File: config.mk
export PLATFORM = sky130hd
export DESIGN_NAME = iic_slave_regs
export DESIGN_NICKNAME = d
export VERILOG_FILES = /design/src/rtl/iic_slave_regs_pkg.sv /design/src/rtl/iic_bus_sync.sv /design/src/rtl/iic_slave_regs.sv
export SDC_FILE = /design/constraint.sdc
export NUM_CORES = 1
export LEC_CHECK = 0
export ABC_AREA = 1
export CAP_MARGIN = 40
export CORE_MARGIN = 4
export CORE_UTILIZATION = 56
export CTS_CLUSTER_DIAMETER = 150
export DETAILED_ROUTE_END_ITERATION = 8
export GPL_ROUTABILITY_DRIVEN = 0
export HOLD_SLACK_MARGIN = 0.1
export PLACE_DENSITY = 0.79
export RECOVER_POWER = 100
export SLEW_MARGIN = 20
export SYNTH_ARGS = -nofsm -noshare
export SYNTH_HDL_FRONTEND = slang
export SYNTH_SLANG_ARGS = --single-unit
File: constraint.sdc
create_clock -name Clk -period 2.7 [get_ports Clk]
set_clock_uncertainty 0.05 [all_clocks]
set_input_delay 0.27 -clock Clk [delete_from_list [all_inputs] [get_ports Clk]]
set_output_delay 0.27 -clock Clk [all_outputs]
set_load 0.02 [all_outputs]
File: src/rtl/iic_slave_regs_pkg.sv
// Shared definitions for the I2C target register endpoint.
//   state_t           : protocol state of the target FSM
//   BIT_ACK/BIT_NACK  : SDA level of an acknowledge / not-acknowledge
//   BIT_WRITE/BIT_READ: value of the R/W bit in the address byte
//   DEFAULT_SLAVE_ADDR: bus address used when the top is not overridden
package iic_slave_regs_pkg;

  typedef enum logic [3:0] {
    ST_IDLE,
    ST_ADDR,
    ST_ADDR_ACK,
    ST_PTR,
    ST_PTR_ACK,
    ST_WDATA,
    ST_WDATA_ACK,
    ST_RDATA,
    ST_RD_MACK,
    ST_IGNORE
  } state_t;

  localparam logic       BIT_ACK            = 1'b0;
  localparam logic       BIT_NACK           = 1'b1;
  localparam logic       BIT_WRITE          = 1'b0;
  localparam logic       BIT_READ           = 1'b1;
  localparam logic [6:0] DEFAULT_SLAVE_ADDR = 7'b1001100;

  // Append one received bit to a byte being shifted in MSB first.
  function automatic logic [7:0] shift_in(input logic [7:0] cur, input logic b);
    return {cur[6:0], b};
  endfunction

endpackage

File: src/rtl/iic_bus_sync.sv
// Synchronizes the asynchronous SCL/SDA pins into the Clk domain and
// decodes bus events from one compare register behind the synchronizers.
// Ports:
//   Clk, Reset           : system clock, synchronous active-high reset
//   SCL_in, SDA_in       : raw bus pins
//   scl_rise, scl_fall   : one-cycle SCL edge events
//   start_det, stop_det  : one-cycle START / STOP events (SDA edge while SCL high)
//   sda_s                : synchronized SDA level, used for bit sampling
module iic_bus_sync #(
  parameter int SYNC_STAGES = 2
) (
  input  logic Clk,
  input  logic Reset,
  input  logic SCL_in,
  input  logic SDA_in,
  output logic scl_rise,
  output logic scl_fall,
  output logic start_det,
  output logic stop_det,
  output logic sda_s
);

  logic [SYNC_STAGES-1:0] scl_sync;
  logic [SYNC_STAGES-1:0] sda_sync;
  logic                   scl_s;
  logic                   scl_d;
  logic                   sda_d;

  assign scl_s = scl_sync[SYNC_STAGES-1];
  assign sda_s = sda_sync[SYNC_STAGES-1];

  // NOTE: sequential state uses non-blocking assignments so every flop
  // samples the pre-edge value of its neighbour, which is what makes the
  // synchronizer chain shift by exactly one stage per clock.
  always_ff @(posedge Clk) begin
    if (Reset) begin
      // Reset to the idle bus level so leaving reset never fakes an edge.
      scl_sync <= '1;
      sda_sync <= '1;
      scl_d    <= 1'b1;
      sda_d    <= 1'b1;
    end else begin
      scl_sync <= {scl_sync[SYNC_STAGES-2:0], SCL_in};
      sda_sync <= {sda_sync[SYNC_STAGES-2:0], SDA_in};
      scl_d    <= scl_s;
      sda_d    <= sda_s;
    end
  end

  assign scl_rise  =  scl_s & ~scl_d;
  assign scl_fall  = ~scl_s &  scl_d;
  // SCL must be high on both sides of the SDA edge, so a data change
  // that coincides with an SCL fall is never mistaken for START/STOP.
  assign start_det =  scl_s &  scl_d &  sda_d & ~sda_s;
  assign stop_det  =  scl_s &  scl_d & ~sda_d &  sda_s;

endmodule

File: src/rtl/iic_slave_regs.sv
// I2C target endpoint in front of an external 256x8 register file.
// A write transfer is {address+W, pointer, data...}; each data byte is
// written at the pointer, which then post-increments. A read transfer
// {address+R} streams bytes from the pointer until the master NACKs.
// Ports:
//   Clk, Reset : system clock, synchronous active-high reset
//   SCL_in     : bus SCL pin (asynchronous)
//   SDA_in     : bus SDA pin (asynchronous)
//   SDA_oe     : 1 = pull SDA low (open drain), 0 = release
//   Reg_we     : one-cycle write strobe with Reg_addr / Reg_wdata
//   Reg_addr   : register pointer for the access
//   Reg_wdata  : write data
//   Reg_re     : one-cycle read request, Reg_rdata valid on the next Clk
//   Reg_rdata  : read data from the register file
//   Busy       : high while this target owns the current transfer
module iic_slave_regs
  import iic_slave_regs_pkg::*;
#(
  parameter logic [6:0] SLAVE_ADDR  = DEFAULT_SLAVE_ADDR,
  parameter int         SYNC_STAGES = 2
) (
  input  logic       Clk,
  input  logic       Reset,
  input  logic       SCL_in,
  input  logic       SDA_in,
  output logic       SDA_oe,
  output logic       Reg_we,
  output logic [7:0] Reg_addr,
  output logic [7:0] Reg_wdata,
  output logic       Reg_re,
  input  logic [7:0] Reg_rdata,
  output logic       Busy
);

  logic scl_rise, scl_fall, start_det, stop_det, sda_s;

  iic_bus_sync #(
    .SYNC_STAGES(SYNC_STAGES)
  ) u_bus_sync (
    .Clk      (Clk),
    .Reset    (Reset),
    .SCL_in   (SCL_in),
    .SDA_in   (SDA_in),
    .scl_rise (scl_rise),
    .scl_fall (scl_fall),
    .start_det(start_det),
    .stop_det (stop_det),
    .sda_s    (sda_s)
  );

  state_t     state_q, state_d;
  logic [3:0] bit_cnt_q, bit_cnt_d;
  logic [7:0] shift_q, shift_d;
  logic [7:0] tx_q, tx_d;
  logic [7:0] ptr_q, ptr_d;
  logic       rw_q, rw_d;
  logic       sda_oe_q, sda_oe_d;
  logic       busy_q, busy_d;
  logic       reg_we_q, reg_we_d;
  logic       reg_re_q, reg_re_d;
  logic [7:0] reg_addr_q, reg_addr_d;
  logic [7:0] reg_wdata_q, reg_wdata_d;
  logic       load_q, load_d;
  logic [7:0] byte_in;

  always_ff @(posedge Clk) begin
    if (Reset) begin
      state_q     <= ST_IDLE;
      bit_cnt_q   <= '0;
      shift_q     <= '0;
      tx_q        <= '0;
      ptr_q       <= '0;
      rw_q        <= BIT_WRITE;
      sda_oe_q    <= 1'b0;
      busy_q      <= 1'b0;
      reg_we_q    <= 1'b0;
      reg_re_q    <= 1'b0;
      reg_addr_q  <= '0;
      reg_wdata_q <= '0;
      load_q      <= 1'b0;
    end else begin
      state_q     <= state_d;
      bit_cnt_q   <= bit_cnt_d;
      shift_q     <= shift_d;
      tx_q        <= tx_d;
      ptr_q       <= ptr_d;
      rw_q        <= rw_d;
      sda_oe_q    <= sda_oe_d;
      busy_q      <= busy_d;
      reg_we_q    <= reg_we_d;
      reg_re_q    <= reg_re_d;
      reg_addr_q  <= reg_addr_d;
      reg_wdata_q <= reg_wdata_d;
      load_q      <= load_d;
    end
  end

  assign byte_in = shift_in(shift_q, sda_s);

  // NOTE: every signal written here gets a default first; a path that
  // leaves one unassigned would infer a latch instead of a mux.
  always_comb begin
    state_d     = state_q;
    bit_cnt_d   = bit_cnt_q;
    shift_d     = shift_q;
    tx_d        = tx_q;
    ptr_d       = ptr_q;
    rw_d        = rw_q;
    sda_oe_d    = sda_oe_q;
    busy_d      = busy_q;
    reg_we_d    = 1'b0;
    reg_re_d    = 1'b0;
    reg_addr_d  = reg_addr_q;
    reg_wdata_d = reg_wdata_q;
    // Capture read data one Clk after the Reg_re pulse; the next SCL fall
    // is at least a full SCL-high phase away, so tx is ready in time.
    load_d      = reg_re_q;
    if (load_q) begin
      tx_d = Reg_rdata;
    end

    if (start_det) begin
      state_d   = ST_ADDR;
      bit_cnt_d = '0;
      sda_oe_d  = 1'b0;
      busy_d    = 1'b0;
    end else if (stop_det) begin
      state_d   = ST_IDLE;
      bit_cnt_d = '0;
      sda_oe_d  = 1'b0;
      busy_d    = 1'b0;
    end else begin
      case (state_q)
        ST_ADDR: begin
          if (scl_rise) begin
            shift_d   = byte_in;
            bit_cnt_d = bit_cnt_q + 4'd1;
            if (bit_cnt_q == 4'd7) begin
              bit_cnt_d = '0;
              if (byte_in[7:1] == SLAVE_ADDR) begin
                state_d = ST_ADDR_ACK;
                busy_d  = 1'b1;
                rw_d    = byte_in[0];
                if (byte_in[0] == BIT_READ) begin
                  reg_re_d   = 1'b1;
                  reg_addr_d = ptr_q;
                end
              end else begin
                state_d = ST_IGNORE;
              end
            end
          end
        end

        ST_PTR, ST_WDATA: begin
          if (scl_rise) begin
            shift_d   = byte_in;
            bit_cnt_d = bit_cnt_q + 4'd1;
            if (bit_cnt_q == 4'd7) begin
              bit_cnt_d = '0;
              if (state_q == ST_PTR) begin
                ptr_d   = byte_in;
                state_d = ST_PTR_ACK;
              end else begin
                reg_we_d    = 1'b1;
                reg_addr_d  = ptr_q;
                reg_wdata_d = byte_in;
                ptr_d       = ptr_q + 8'd1;
                state_d     = ST_WDATA_ACK;
              end
            end
          end
        end

        // ACK slots: bit_cnt is reused as the slot phase. The first fall
        // after the 8th rise pulls SDA low, the second one ends the slot.
        ST_ADDR_ACK, ST_PTR_ACK, ST_WDATA_ACK: begin
          if (scl_fall) begin
            if (bit_cnt_q == 4'd0) begin
              sda_oe_d  = 1'b1;
              bit_cnt_d = 4'd1;
            end else begin
              sda_oe_d  = 1'b0;
              bit_cnt_d = '0;
              if (state_q == ST_ADDR_ACK && rw_q == BIT_READ) begin
                // The ACK-ending fall already carries the first read bit.
                sda_oe_d  = ~tx_q[7];
                tx_d      = {tx_q[6:0], 1'b0};
                bit_cnt_d = 4'd1;
                state_d   = ST_RDATA;
              end else if (state_q == ST_ADDR_ACK) begin
                state_d = ST_PTR;
              end else begin
                state_d = ST_WDATA;
              end
            end
          end
        end

        // bit_cnt counts bits already put on the bus for this byte.
        ST_RDATA: begin
          if (scl_fall) begin
            if (bit_cnt_q == 4'd8) begin
              sda_oe_d  = 1'b0;
              bit_cnt_d = '0;
              state_d   = ST_RD_MACK;
            end else begin
              sda_oe_d  = ~tx_q[7];
              tx_d      = {tx_q[6:0], 1'b0};
              bit_cnt_d = bit_cnt_q + 4'd1;
            end
          end
        end

        ST_RD_MACK: begin
          if (scl_rise) begin
            if (sda_s == BIT_ACK) begin
              ptr_d      = ptr_q + 8'd1;
              reg_re_d   = 1'b1;
              reg_addr_d = ptr_q + 8'd1;
              bit_cnt_d  = '0;
              state_d    = ST_RDATA;
            end else begin
              sda_oe_d = 1'b0;
              busy_d   = 1'b0;
              state_d  = ST_IGNORE;
            end
          end
        end

        default: begin
          // ST_IDLE and ST_IGNORE only leave on START/STOP.
        end
      endcase
    end
  end

  assign SDA_oe    = sda_oe_q;
  assign Reg_we    = reg_we_q;
  assign Reg_re    = reg_re_q;
  assign Reg_addr  = reg_addr_q;
  assign Reg_wdata = reg_wdata_q;
  assign Busy      = busy_q;

endmodule
# Word-level counts from Yosys, hierarchy flattened
# Index checks and enable logic that the tools add are counted.
totals:
  register_bits: 59
  inputBits: 12
  output_inout_bits: 20
  wordCells: 167
classes:
  addsub: 2
  n_eq_ne: 35
  mux: 70
  n_bitwise: 18
  n_reduce_logical: 24
ops:
  columns: ["cell", "n"]
  rows:
  - ["two-way mux 8 bit", 20]
  - ["two-way mux 4 bit", 18]
  - ["!= test 4 bit (second input constant)", 9]
  - ["case mux 8 bit (2 select lines)", 2]
  - ["!= test 2 bit (second input constant)", 12]
  - ["case mux 8 bit (3 select lines)", 1]
  - ["AND reduction 6 bit", 4]
  - ["two-way mux 1 bit", 21]
  - ["equality test 4 x 3 -> 1 bit (second input constant)", 5]
  - ["case mux 4 bit (5 select lines)", 1]
  - ["AND reduction 10 bit", 2]
  - ["case mux 4 bit (4 select lines)", 1]
  - ["AND reduction 12 bit", 1]
  - ["NOT 1 bit", 11]
  - ["OR reduction 3 bit", 3]
  - ["adder 8 x 1 -> 8 bit (second input constant)", 1]
  - ["equality test 4 x 2 -> 1 bit (second input constant)", 2]
  - ["equality test 4 bit (second input constant)", 2]
  - ["bitwise AND 1 bit", 7]
  - ["equality test 7 bit (second input constant)", 1]
  - ["AND reduction 7 bit", 1]
  - ["nonzero test 7 bit", 1]
  - ["two-way mux 3 bit", 2]
  - ["!= test 2 x 1 -> 1 bit (second input constant)", 3]
  - ["other kinds (15)", 18]

# Depth between registers and ports, before layout
# Gate-level depths: netlist of the first run.
logic_depth:
  depth_word: 8
  mapped_depth: 12
  mapped_depth_nobuf: 12

# Cells and area by module
# A second synthesis of the first run with hierarchy kept.
hier_totals:
  hier_cells: 426
  area_unflattened_um2: 3115.5
modules_own_cells:
  columns: ["module", "instances", "cells_each", "area_each_um2"]
  rows:
  - ["iic_slave_regs", 1, 402, 2917.8]
  - ["iic_bus_sync", 1, 24, 197.7]

# Worst setup path before layout of the first run
# No wires, ideal clock.
synth_timing:
  path_kind: "register -> register"
  start: "register bit_cnt_q[0]"
  end: "register reg_addr_q[2] (netlist: Reg_addr[2])"
  setup_time_ns: 0.115
  arrival_ns: 1.503
  setup_slack_ns: 1.032
  stages_incl_launch_ff: 12
  n_path_buf: 1
  period_less_slack_ns: 1.668
  path_cell_list: "dfxtp_1 -> ha_1 -> nand2_1 -> nor2_1 -> nand2_1 -> nand2_1 -> nand3_1 -> inv_1 -> buf_2 -> nand3_1 -> nand2_1 -> nor2_1"
synth_via:
  elab_chain_len: 3
synth_rtl:
  columns: ["element", "line_no", "text"]
  rows:
  - ["start: declaration", "iic_slave_regs.sv:52", "logic [3:0] bit_cnt_q, bit_cnt_d;"]
  - ["start signal: assignment", "iic_slave_regs.sv:83", "bit_cnt_q <= bit_cnt_d;"]
  - ["equality test 4 x 3 -> 1 bit *", "iic_slave_regs.sv:138, iic_slave_regs.sv:159", null]
  - ["!= test 2 bit (no line)", null, null]
  - ["AND reduction 12 bit (no line) *", null, null]
  - ["end signal: assignment", "iic_slave_regs.sv:92", "reg_addr_q <= reg_addr_d;"]
  - ["end: declaration", "iic_slave_regs.sv:61", "logic [7:0] reg_addr_q, reg_addr_d;"]
# Every way passes the cells marked *; elsewhere a longest branch is shown, timed or not.
# A chain may end at the register's enable or synchronous reset.

# Final worst setup path of the first run
layout_timing:
  start: "register state_q[0]"
  end: "register ptr_q[0]"
layout_via:
  elab_chain_len: 5
layout_rtl:
  columns: ["element", "line_no", "text"]
  rows:
  - ["start: declaration", "iic_slave_regs.sv:51", "state_t state_q, state_d;"]
  - ["start signal: assignment", "iic_slave_regs.sv:82", "state_q <= state_d;"]
  - ["equality test 4 x 2 -> 1 bit", "iic_slave_regs.sv:133, iic_slave_regs.sv:161", null]
  - ["two-way mux 8 bit", "iic_slave_regs.sv:161", "if (state_q == ST_PTR) begin"]
  - ["two-way mux 8 bit", "iic_slave_regs.sv:159", "if (bit_cnt_q == 4'd7) begin"]
  - ["two-way mux 8 bit", "iic_slave_regs.sv:156", "if (scl_rise) begin"]
  - ["case mux 8 bit (2 select lines)", "iic_slave_regs.sv:133", "case (state_q)"]
  - ["end signal: assignment", "iic_slave_regs.sv:86", "ptr_q <= ptr_d;"]
  - ["end: declaration", "iic_slave_regs.sv:55", "logic [7:0] ptr_q, ptr_d;"]
# Several ways; a longest one is shown, not always the timed one. The select of a mux whose other input is x is not followed.

==> key figures, run 1 <==
Timing
  – TNS Setup: 0 ns
  – # setup viols final: 0
  – Final Hold Vio Count: 0
  – Period utilization: 0.855
  – Min Tclk post-route: 2.31 ns
  – Final WS setup: 0.390 ns
  – Unrepaired setup endpoints after global routing: no
  – Max-slew violation count: 0
  – Worst rel slew slack: 0.601
  – Max Freq: approximately 430 MHz
  – Worst-Margin Slew: 0.599 ns
  – Hold slack: 0.367 ns

Clock network
  – Clk root buf: clkbuf_8
  – CTS tree: done
  – CTS Buf Count: 9
  – Reg clk slew, reported paths: 0.06 ns
  – Post-CTS sizing: 0
  – Htree depth: 3
  – Clk sinks: between 50 and 60
  – Post-CTS setup buffer count: 0
  – Hold-fix buffers, CTS: 0
  – Worst skew pair latency: about 0.34 ns
  – CTS max path bufs: 2

Detailed routing
  – DRC errors left: 0
  – Via count: a little under 3k
  – Routed wire length per instance: 12.8 µm
  – Antenna Nets Post-Route: 0
  – Initial DRC count: 177
  – Vias/cell: 5.40
  – Final WL: 6.89 mm
  – Router iterations before antenna repair: 4

Logic synthesis
  – Post-synth top area share: 0.394
  – Most frequent cells after synthesis: nand2_1, dfxtp_1, o21ai_0
  – Most numerous cell in the Yosys netlist: nand2_1
  – Top_reg_cell synth: dfxtp_1
  – Syn avg cell area: 6.90 µm²
  – Synth area leaders: dfxtp_1, nand2_1, o21ai_0
  – Post-synth EDFFs: 0
  – Area leader, netlist: dfxtp_1
  – Syn Nets: 449
  – Post-synth ARST share: 0
  – Mapped Cells: 434
  – Yosys warnings: 0
  – Netlist cell types: 31
  – Synthesized area: 2990 µm²
  – Seq/Total Area, Yosys: 0.394
  – Seq cells post-synth: 59

Finish
  – Final cell count without fillers: 540
  – Share of cells above drive strength 1: 0.0766
  – Post-route cell area: about 3500 µm²
  – Ant diodes: 0
  – Area Overhead vs Synth: 16.6%
  – Nets@finish: 480

Floorplan
  – Ports: 32
  – CORE AREA: ~5100 µm²
  – Die area: 6580 µm²
  – Die height: just over 80 µm
  – Number of core rows: 26
  – Initial core utilization: 0.583
  – Die X: 81.1 µm

Worst setup path
  – R2r worst-path depth: 8
  – Worst-path fanout max: 16
  – CP Launch Type: register
  – Worst path arrival time: between 2 and 2.5 ns
  – Endpoint class of the critical path: register
  – CP required: 2.86 ns
  – Critical path class: reg2reg

Power and ir drop
  – Peak supply drop: 0.441 mV
  – Leak: about 1.5 nW
  – Power density cells: 720 nW/µm²

GRT
  – Total track usage: 0.232
  – Vias in the first global route: 2750
  – Initial antenna violation count: 0
  – Largest net degree at the start of global routing: 33
  – Grt ovf: 0
  – First-pass GRT wire length: 11.8 mm

Outcome
  – Status: finished clean

Job
  – Max_cap viols: 0

Placement
  – Post-placement cell count: about 520
  – Place WS: 0.648 ns
  – Post-Place Cell Area: around 3300 µm²
  – # port buffers: 31
  – DPL Wire Length: 5.07 mm

Worst hold path
  – HP Class: reg2reg
  – Hold depth: 1
[cell type report]
| class | count | area, µm² |
|---|---|---|
| fillers | 473 | 1650 |
| multi-input cells | 312 | 1540 |
| flip-flops and latches | 59 | 1180 |
| repair buffers | 34 | 325 |
| inverters | 49 | 184 |
| clock buffers | 12 | 145 |
| well taps | 70 | 87.6 |
| clock inverters | 4 | 26.3 |
[cell families (layout without fill, tap and decap cells)]
family | count (synthesis) | count (layout) | share of synthesized area
multiplexers | 8 | 8 | 0.0267
adder cells (fa/ha/maj) | 3 | 3 | 0.0125
XOR/XNOR | 5 | 5 | 0.0146
AND/OR/NAND/NOR | 205 | 205 | 0.310
AO/OA/AOI/OAI | 91 | 91 | 0.155
flip-flops | 59 | 59 | 0.394
buffers and inverters | 63 | 99 | 0.0865
[final timing paths]
| check | end | start | slack [ns] |
|---|---|---|---|
| setup reg to reg | ptr_q[0]$_SDFFE_PP0P_ | state_q[0]$_SDFFE_PP0P_ | 0.39 |
| hold reg to reg | u_bus_sync.scl_sync[1]$_SDFF_PP1_ | u_bus_sync.scl_sync[0]$_SDFF_PP1_ | 0.37 |
| setup / recovery | ptr_q[0]$_SDFFE_PP0P_ | state_q[0]$_SDFFE_PP0P_ | 0.39 |
| hold / removal | u_bus_sync.scl_sync[1]$_SDFF_PP1_ | u_bus_sync.scl_sync[0]$_SDFF_PP1_ | 0.37 |
[worst max-delay path, cell delays in order (launching register included)]
cell and delay, ns:
dfxtp_1 0.33, inv_1 0.18, nand2_1 0.07, nor2_1 0.42
nor2_1 0.16, nor2_1 0.13, nand3_1 0.40, o21ai_0 0.36
a21oi_1 0.07
[where the power goes]
group	switching [mW]	total, mW	internal (mW)
Combinational	0.561	0.828	0.266
Sequential	0.0499	0.986	0.936
Clock	0.343	0.699	0.356
Total	0.954	2.51	1.56
[sequential cells by signal, indices dropped and copies added, names as in the netlist]
register / cells
bit_cnt_q: 4
state_q: 4
Reg_re: 1
Reg_wdata: 8
Reg_addr: 8
u_bus_sync.scl_d: 1
SDA_oe: 1
load_q: 1
u_bus_sync.scl_sync: 2
ptr_q: 8
Reg_we: 1
rw_q: 1
Busy: 1
u_bus_sync.sda_d: 1
tx_q: 8
shift_q: 7
u_bus_sync.sda_sync: 2
[through the flow]
step | util | total power, mW
2_1_floorplan | - | 1.66
3_3_place_gp | 0.650 | 1.84
3_5_place_dp | 0.650 | 1.86
4_1_cts | 0.683 | 2.56
5_1_grt | 0.679 | 2.69
6_report | 0.679 | 2.51
[routing by layer]
metal	GRT usage	part of all wire	vias to the layer above
li1	-	-	1479
met1	0.268	0.43	1338
met2	0.391	0.49	78
met3	0.0665	0.055	19
met4	0.113	0.025	0
met5	0	0	-
[layout by cell type (no fill, tap or decap), types with 2 or more instances in the layout]
cell type,Yosys,layout
mux2i_1,8,8
nor2_1,43,44
inv_2,6,4
clkbuf_1,7,4
ha_1,3,3
xor2_1,4,4
nand2_1,88,90
nand2_2,4,2
a211oi_1,2,2
nor3_1,5,5
nor2_2,7,6
inv_1,43,45
or2_2,4,4
nand3_1,39,40
a21oi_1,42,42
nand2_4,2,2
clkinv_2,0,2
dlygate4sd3_1,0,21
o21ai_0,45,45
dfxtp_1,59,59
clkdlybuf4s50_1,0,10
clkbuf_8,0,10
nor2_4,2,2
nand4_1,6,6
(Power assumes the default switching activity.)
==> run 2: changes to the inputs <==
--- a/config.mk
+++ b/config.mk
@@ -7,13 +7,12 @@
 export LEC_CHECK = 0
 export ABC_AREA = 1
 export CAP_MARGIN = 40
-export CORE_MARGIN = 4
-export CORE_UTILIZATION = 56
+export CORE_UTILIZATION = 55
 export CTS_CLUSTER_DIAMETER = 150
 export DETAILED_ROUTE_END_ITERATION = 8
 export GPL_ROUTABILITY_DRIVEN = 0
 export HOLD_SLACK_MARGIN = 0.1
-export PLACE_DENSITY = 0.79
+export PLACE_DENSITY = 0.78
 export RECOVER_POWER = 100
 export SLEW_MARGIN = 20
 export SYNTH_ARGS = -nofsm -noshare
==> run 2 against run 1 <==
Via count shrank 0.82%. Sequential power about the same. Power is 5.1% higher. Worst hold slack better by 0.0079 ns. Design area grew 0.75%. Highest routed layer unchanged. Clock power rose by 18%. Register-to-register slack improved by 0.08 ns. Fmax grew 3.5%. Non-clock buffer count did not move. Core utilization is 0.081 points higher. Global-route usage rose by 2.8 points. Critical path depth is the same.
==> key figures, run 2 (synthesized netlist as in run 1, its figures left out) <==
Outcome
  – Status: finished clean

GRT
  – Vias in the first global route: 2479
  – Initial antenna violation count: 0
  – Total track usage: 0.259
  – Largest net degree at the start of global routing: 33
  – First-pass GRT wire length: 11.1 mm
  – Grt ovf: 0

Timing
  – Hold slack: 0.375 ns
  – Max Freq: 448 MHz
  – Min Tclk post-route: 2.23 ns
  – TNS Setup: 0 ns
  – Worst rel slew slack: 0.582
  – Unrepaired setup endpoints after global routing: no
  – Max-slew violation count: 0
  – Worst-Margin Slew: between 0.6 and 0.7 ns
  – # setup viols final: 0
  – Period utilization: 0.827
  – Final Hold Vio Count: 0

Placement
  – DPL Wire Length: 4.94 mm
  – Post-Place Cell Area: roughly 3300 µm²
  – # port buffers: 31

Worst setup path
  – Critical path class: reg2reg
  – CP Launch Type: register
  – Worst-path fanout max: 16
  – Most used cell, CP: nor2_1
  – Worst path cell trace: nor2_1, nand2_1, nand2_4, nor2_1, nor2_1, nand3_2, a211oi_1, nor2_1
  – Endpoint class of the critical path: register
  – CP required: 2.89 ns
  – Register-to-register setup slack: between 0.4 and 0.5 ns
  – Crit-path max cell delay: 0.41 ns
  – Worst path arrival time: 2.42 ns
  – CP max-delay cell: nand2_1

Clock network
  – Post-CTS setup buffer count: 0
  – CTS tree: done
  – Hold-fix buffers, CTS: 0
  – Reg clk slew, reported paths: 0.07 ns
  – Worst skew pair latency: 0.34 ns
  – Clk sinks: 59
  – Clk root buf: clkbuf_8
  – CTS max path bufs: 2
  – Htree depth: 3
  – CTS Buf Count: 9
  – Post-CTS sizing: 0

Job
  – Max_cap viols: 0

Power and ir drop
  – Reg power frac: 0.374
  – Leak: 1.51 nW
  – Power after layout: 2.64 mW
  – Combinational Power Share: 0.313
  – Clock power frac: 0.314
  – Power density cells: 751 nW/µm²
  – Psw: around 0.97 mW
  – Peak supply drop: between 0.3 and 0.4 mV
  – P_int: 1.67 mW
  – Switching fraction of total power: 0.366

Finish
  – Ant diodes: 0
  – Area Overhead vs Synth: 17.5%
  – Post-route cell area: 3520 µm²
  – Share of cells above drive strength 1: 0.0787
  – Most frequent cells in the layout: nand2_1, dfxtp_1, nor2_1
  – Nets@finish: 480
  – Most common cell after layout, fill and taps aside: nand2_1

Detailed routing
  – Routed wire length per instance: approximately 13 µm
  – Final WL: a little under 7 mm
  – Vias/cell: about 5.4
  – Router iterations before antenna repair: 5
  – Via count: 2890
  – Initial DRC count: 215
  – DRC errors left: 0
  – Antenna Nets Post-Route: 0

Floorplan
  – Die area: 5740 µm²
  – Initial core utilization: 0.579
  – CORE AREA: between 5000 and 6000 µm²
  – Number of core rows: 26
  – Die X: 75.8 µm
  – Ports: 32
  – Die height: around 76 µm

Worst hold path
  – HP Class: reg2reg
==> run 2: changes by cell type in the layout (fill, tap and decap cells not counted), sizes merged <==
cell      before  now
clkbuf        14   13
clkinvlp       1    0
bufinv         0    1
buf            1    2
==> run 2: critical path: cells and delay by family (launching register included) <==
kind | cells | cell delay [ns]
and+or+nand+nor | 7 | 1.46
DFF | 1 | 0.36
AOI/OAI and AO/OA | 1 | 0.27
==> run 2: metal layers <==
layer  global-route usage  vias to the layer above  wire length, µm
li1                     -                     1484                -
met1                0.321                     1283             3070
met2                0.425                      106             3240
met3               0.0675                       17              449
met4                0.115                        0              136
met5                    0                        -                0
==> run 2: path summary, 6_finish.rpt <==
check / from / cells past startpoint / to
min reg2reg: Reg_re$_SDFF_PP0_ / 2 / load_q$_SDFF_PP0_
min: Reg_re$_SDFF_PP0_ / 2 / load_q$_SDFF_PP0_
max: state_q[2]$_SDFFE_PP0P_ / 8 / ptr_q[5]$_SDFFE_PP0P_
max reg2reg: state_q[2]$_SDFFE_PP0P_ / 8 / ptr_q[5]$_SDFFE_PP0P_
==> run 2: power by group through the flow <==
stage	sequential [mW]	clock [mW]	combinational, mW
finish	0.986	0.828	0.825
floorplan	1.03	0	0.630
global placement	1.00	0	0.843
detailed placement	1.01	0	0.852
global route	0.996	0.878	0.925
CTS	0.988	0.836	0.857
==> run 2: metrics by stage <==
stage	setup WS, ns	util	cells
after floorplan	1.03	-	434
after global placement	0.693	0.646	524
after detailed placement	0.664	0.646	524
after CTS	0.653	0.685	540
after global routing	0.222	0.680	540
final	0.468	0.680	540
==> run 2: final cells by class <==
cell class	instances	area (µm²)
fillers	454	1660
multi-input cells	312	1530
flip-flops and latches	59	1180
repair buffers	34	329
inverters	49	184
clock buffers	12	155
well taps	70	87.6
clock inverters	4	48.8
==> run 3: changes to the inputs <==
--- a/config.mk
+++ b/config.mk
@@ -7,12 +7,12 @@
 export LEC_CHECK = 0
 export ABC_AREA = 1
 export CAP_MARGIN = 40
-export CORE_UTILIZATION = 55
+export CORE_UTILIZATION = 51
 export CTS_CLUSTER_DIAMETER = 150
 export DETAILED_ROUTE_END_ITERATION = 8
 export GPL_ROUTABILITY_DRIVEN = 0
 export HOLD_SLACK_MARGIN = 0.1
-export PLACE_DENSITY = 0.78
+export PLACE_DENSITY = 0.76
 export RECOVER_POWER = 100
 export SLEW_MARGIN = 20
 export SYNTH_ARGS = -nofsm -noshare
==> constraint.sdc (replaced) <==
create_clock -name Clk -period 1.8 [get_ports Clk]
set_clock_uncertainty 0.05 [all_clocks]
set_input_delay 0.18 -clock Clk [delete_from_list [all_inputs] [get_ports Clk]]
set_output_delay 0.18 -clock Clk [all_outputs]
set_load 0.02 [all_outputs]
==> run 3 against run 2 <==
Largest power group is now combinational cells. Sequential cell count did not move. Sequential share of layout area fell by 3.3 points. Critical endpoint is now state_q[2]$_SDFFE_PP0P_. Critical path depth rose by 3. The flow now finishes with violations (design-rule violations). Largest cell class unchanged.
==> key figures, run 3 (synthesized netlist as in run 1, its figures left out) <==
Detailed routing
  – DRC errors left: 1
  – Router iterations before antenna repair: 7
  – Initial DRC count: 175
  – Final WL: approximately 8 mm
  – Vias/cell: 5.41
  – Antenna Nets Post-Route: 0
  – Via count: 3090
  – Routed wire length per instance: 14.0 µm

Outcome
  – Status: complete, but fails checks
  – Failing checks: design-rule violations

Power and ir drop
  – Peak supply drop: approximately 0.66 mV
  – Power after layout: about 4.5 mW
  – Leak: 1.68 nW
  – Power density cells: 1140 nW/µm²

Clock network
  – Worst skew pair latency: 0.34 ns
  – Htree depth: 3
  – CTS Buf Count: 9
  – Clk sinks: 59
  – Reg clk slew, reported paths: 0.06 ns
  – CTS tree: done
  – CTS max path bufs: 2
  – Clk root buf: clkbuf_8

Floorplan
  – Number of core rows: 27
  – Die area: ~6200 µm²
  – Die X: 78.6 µm
  – Die height: ~80 µm
  – Ports: 32
  – CORE AREA: 5570 µm²
  – Initial core utilization: 0.537

Finish
  – Final Util: 0.702
  – Area Overhead vs Synth: 30.6%
  – Most common cell after layout, fill and taps aside: nand2_1
  – Final cell count without fillers: 571
  – Share of cells above drive strength 1: 0.206
  – Most frequent cells in the layout: nand2_1, dfxtp_1, o21ai_0
  – Ant diodes: 0
  – Nets@finish: 510

Worst setup path
  – Critical path class: reg2reg
  – Worst path arrival time: roughly 2.0 ns
  – CP required: 2.01 ns
  – Worst path cell trace: buf_4, inv_1, ha_1, nand2_1, nor2_2, nand3_1, nand3_1, nor2_4, buf_4, nand3_1, a21oi_2
  – CP max-delay cell: dfxtp_2
  – Worst-path fanout max: 4
  – CP Buf/Inv Count: 3
  – Crit Reg-Reg Endpoint: state_q[2]$_SDFFE_PP0P_
  – Endpoint class of the critical path: register
  – Most used cell, CP: nand3_1
  – Setup crit start: bit_cnt_q[0]$_SDFFE_PP0P_
  – Crit-path max cell delay: approximately 0.33 ns
  – CP Launch Type: register
  – R2r worst-path depth: 11
  – Register-to-register setup slack: 0.01 ns
  – Cell family with most CP delay: simple AND/OR/NAND/NOR gates
  – Reg2reg start: bit_cnt_q[0]$_SDFFE_PP0P_

Placement
  – # port buffers: 31
  – Post-placement cell count: around 550
  – DPL Wire Length: 5.41 mm
  – Place WS: ~0.026 ns

Timing
  – Max Freq: 559 MHz
  – Worst-Margin Slew: 0.442 ns
  – Period utilization: 0.994
  – Final WS setup: 0.0113 ns
  – Min Tclk post-route: 1.79 ns
  – # setup viols final: 0
  – Max-slew violation count: 0
  – Final Hold Vio Count: 0
  – Worst rel slew slack: 0.705

GRT
  – Met3 Use GR: 0.0802
  – Busiest grt layer: met2
  – Met1 Use GR: 0.298
  – Vias in the first global route: 2823
  – Largest net degree at the start of global routing: 41
  – Met2 usage: 0.454
  – Initial antenna violation count: 0
  – Total track usage: 0.259
  – Grt ovf: 0
  – First-pass GRT wire length: 12.4 mm

Worst hold path
  – Hold Path End: u_bus_sync.scl_sync[0]$_SDFF_PP1_
  – HP Class: in2reg
  – Worst hold start: SCL_in
  – Hold depth: 2

Job
  – Max_cap viols: 0
==> run 3: cell type report <==
cell class	count	area (µm²)
fill	481	1660
clock inverter	5	55.1
timing repair buffer	63	584
clock buffer	10	128
inverter	49	184
sequential	59	1190
tap	72	90.1
multi-input combinational	313	1680
==> run 3: timing repair <==
| item | in CTS | in global routing |
|---|---|---|
| resized for setup | 0 | 45 |
| setup buffers | 0 | 3 |
| endpoints found under the hold margin | 0 | 0 |
| setup endpoints to repair | 0 | 32 |
| hold buffers | 0 | 0 |
==> run 3: power breakdown <==
part	internal [mW]	switching, mW
combinational	0.704	1.14
sequential	1.41	0.0626
clock	0.626	0.521
==> run 3: worst register-to-register path: cells and delay by family (launching register included) <==
family                     cells  cell delay, ns
AOI/OAI and AO/OA              1            0.16
adders and majority gates      1            0.22
buffers and inverters          3            0.29
DFF                            1            0.33
and+or+nand+nor                6            0.68
==> run 3: worst max path at each step <==
stage | slack (ns) | cells past startpoint | to
3_3_place_gp | 0.10 | 10 | state_q[0]$_SDFFE_PP0P_
5_1_grt | -0.09 | 11 | bit_cnt_q[0]$_SDFFE_PP0P_
4_1_cts | 0.003 | 10 | state_q[3]$_SDFFE_PP0P_
2_1_floorplan | 0.13 | 11 | Reg_addr[2]$_SDFFE_PP0P_
3_5_place_dp | 0.03 | 10 | state_q[3]$_SDFFE_PP0P_
6_report | 0.01 | 11 | state_q[2]$_SDFFE_PP0P_
==> run 3: per-stage QoR <==
stage	TNS (ns)	instance area [µm²]	hold WS, ns
after floorplan	0	2990	0.234
after global placement	0	3570	0.349
after detailed placement	0	3570	0.366
after CTS	0	3760	0.345
after global routing	-0.500	3910	0.359
final	0	3910	0.354
==> run 3: metal layers <==
| metal | routed length [µm] | up-vias | share of wire |
|---|---|---|---|
| li1 | - | 1543 | - |
| met1 | 3280 | 1421 | 0.41 |
| met2 | 4110 | 104 | 0.52 |
| met3 | 411 | 22 | 0.052 |
| met4 | 166 | 0 | 0.021 |
| met5 | 0 | - | 0 |
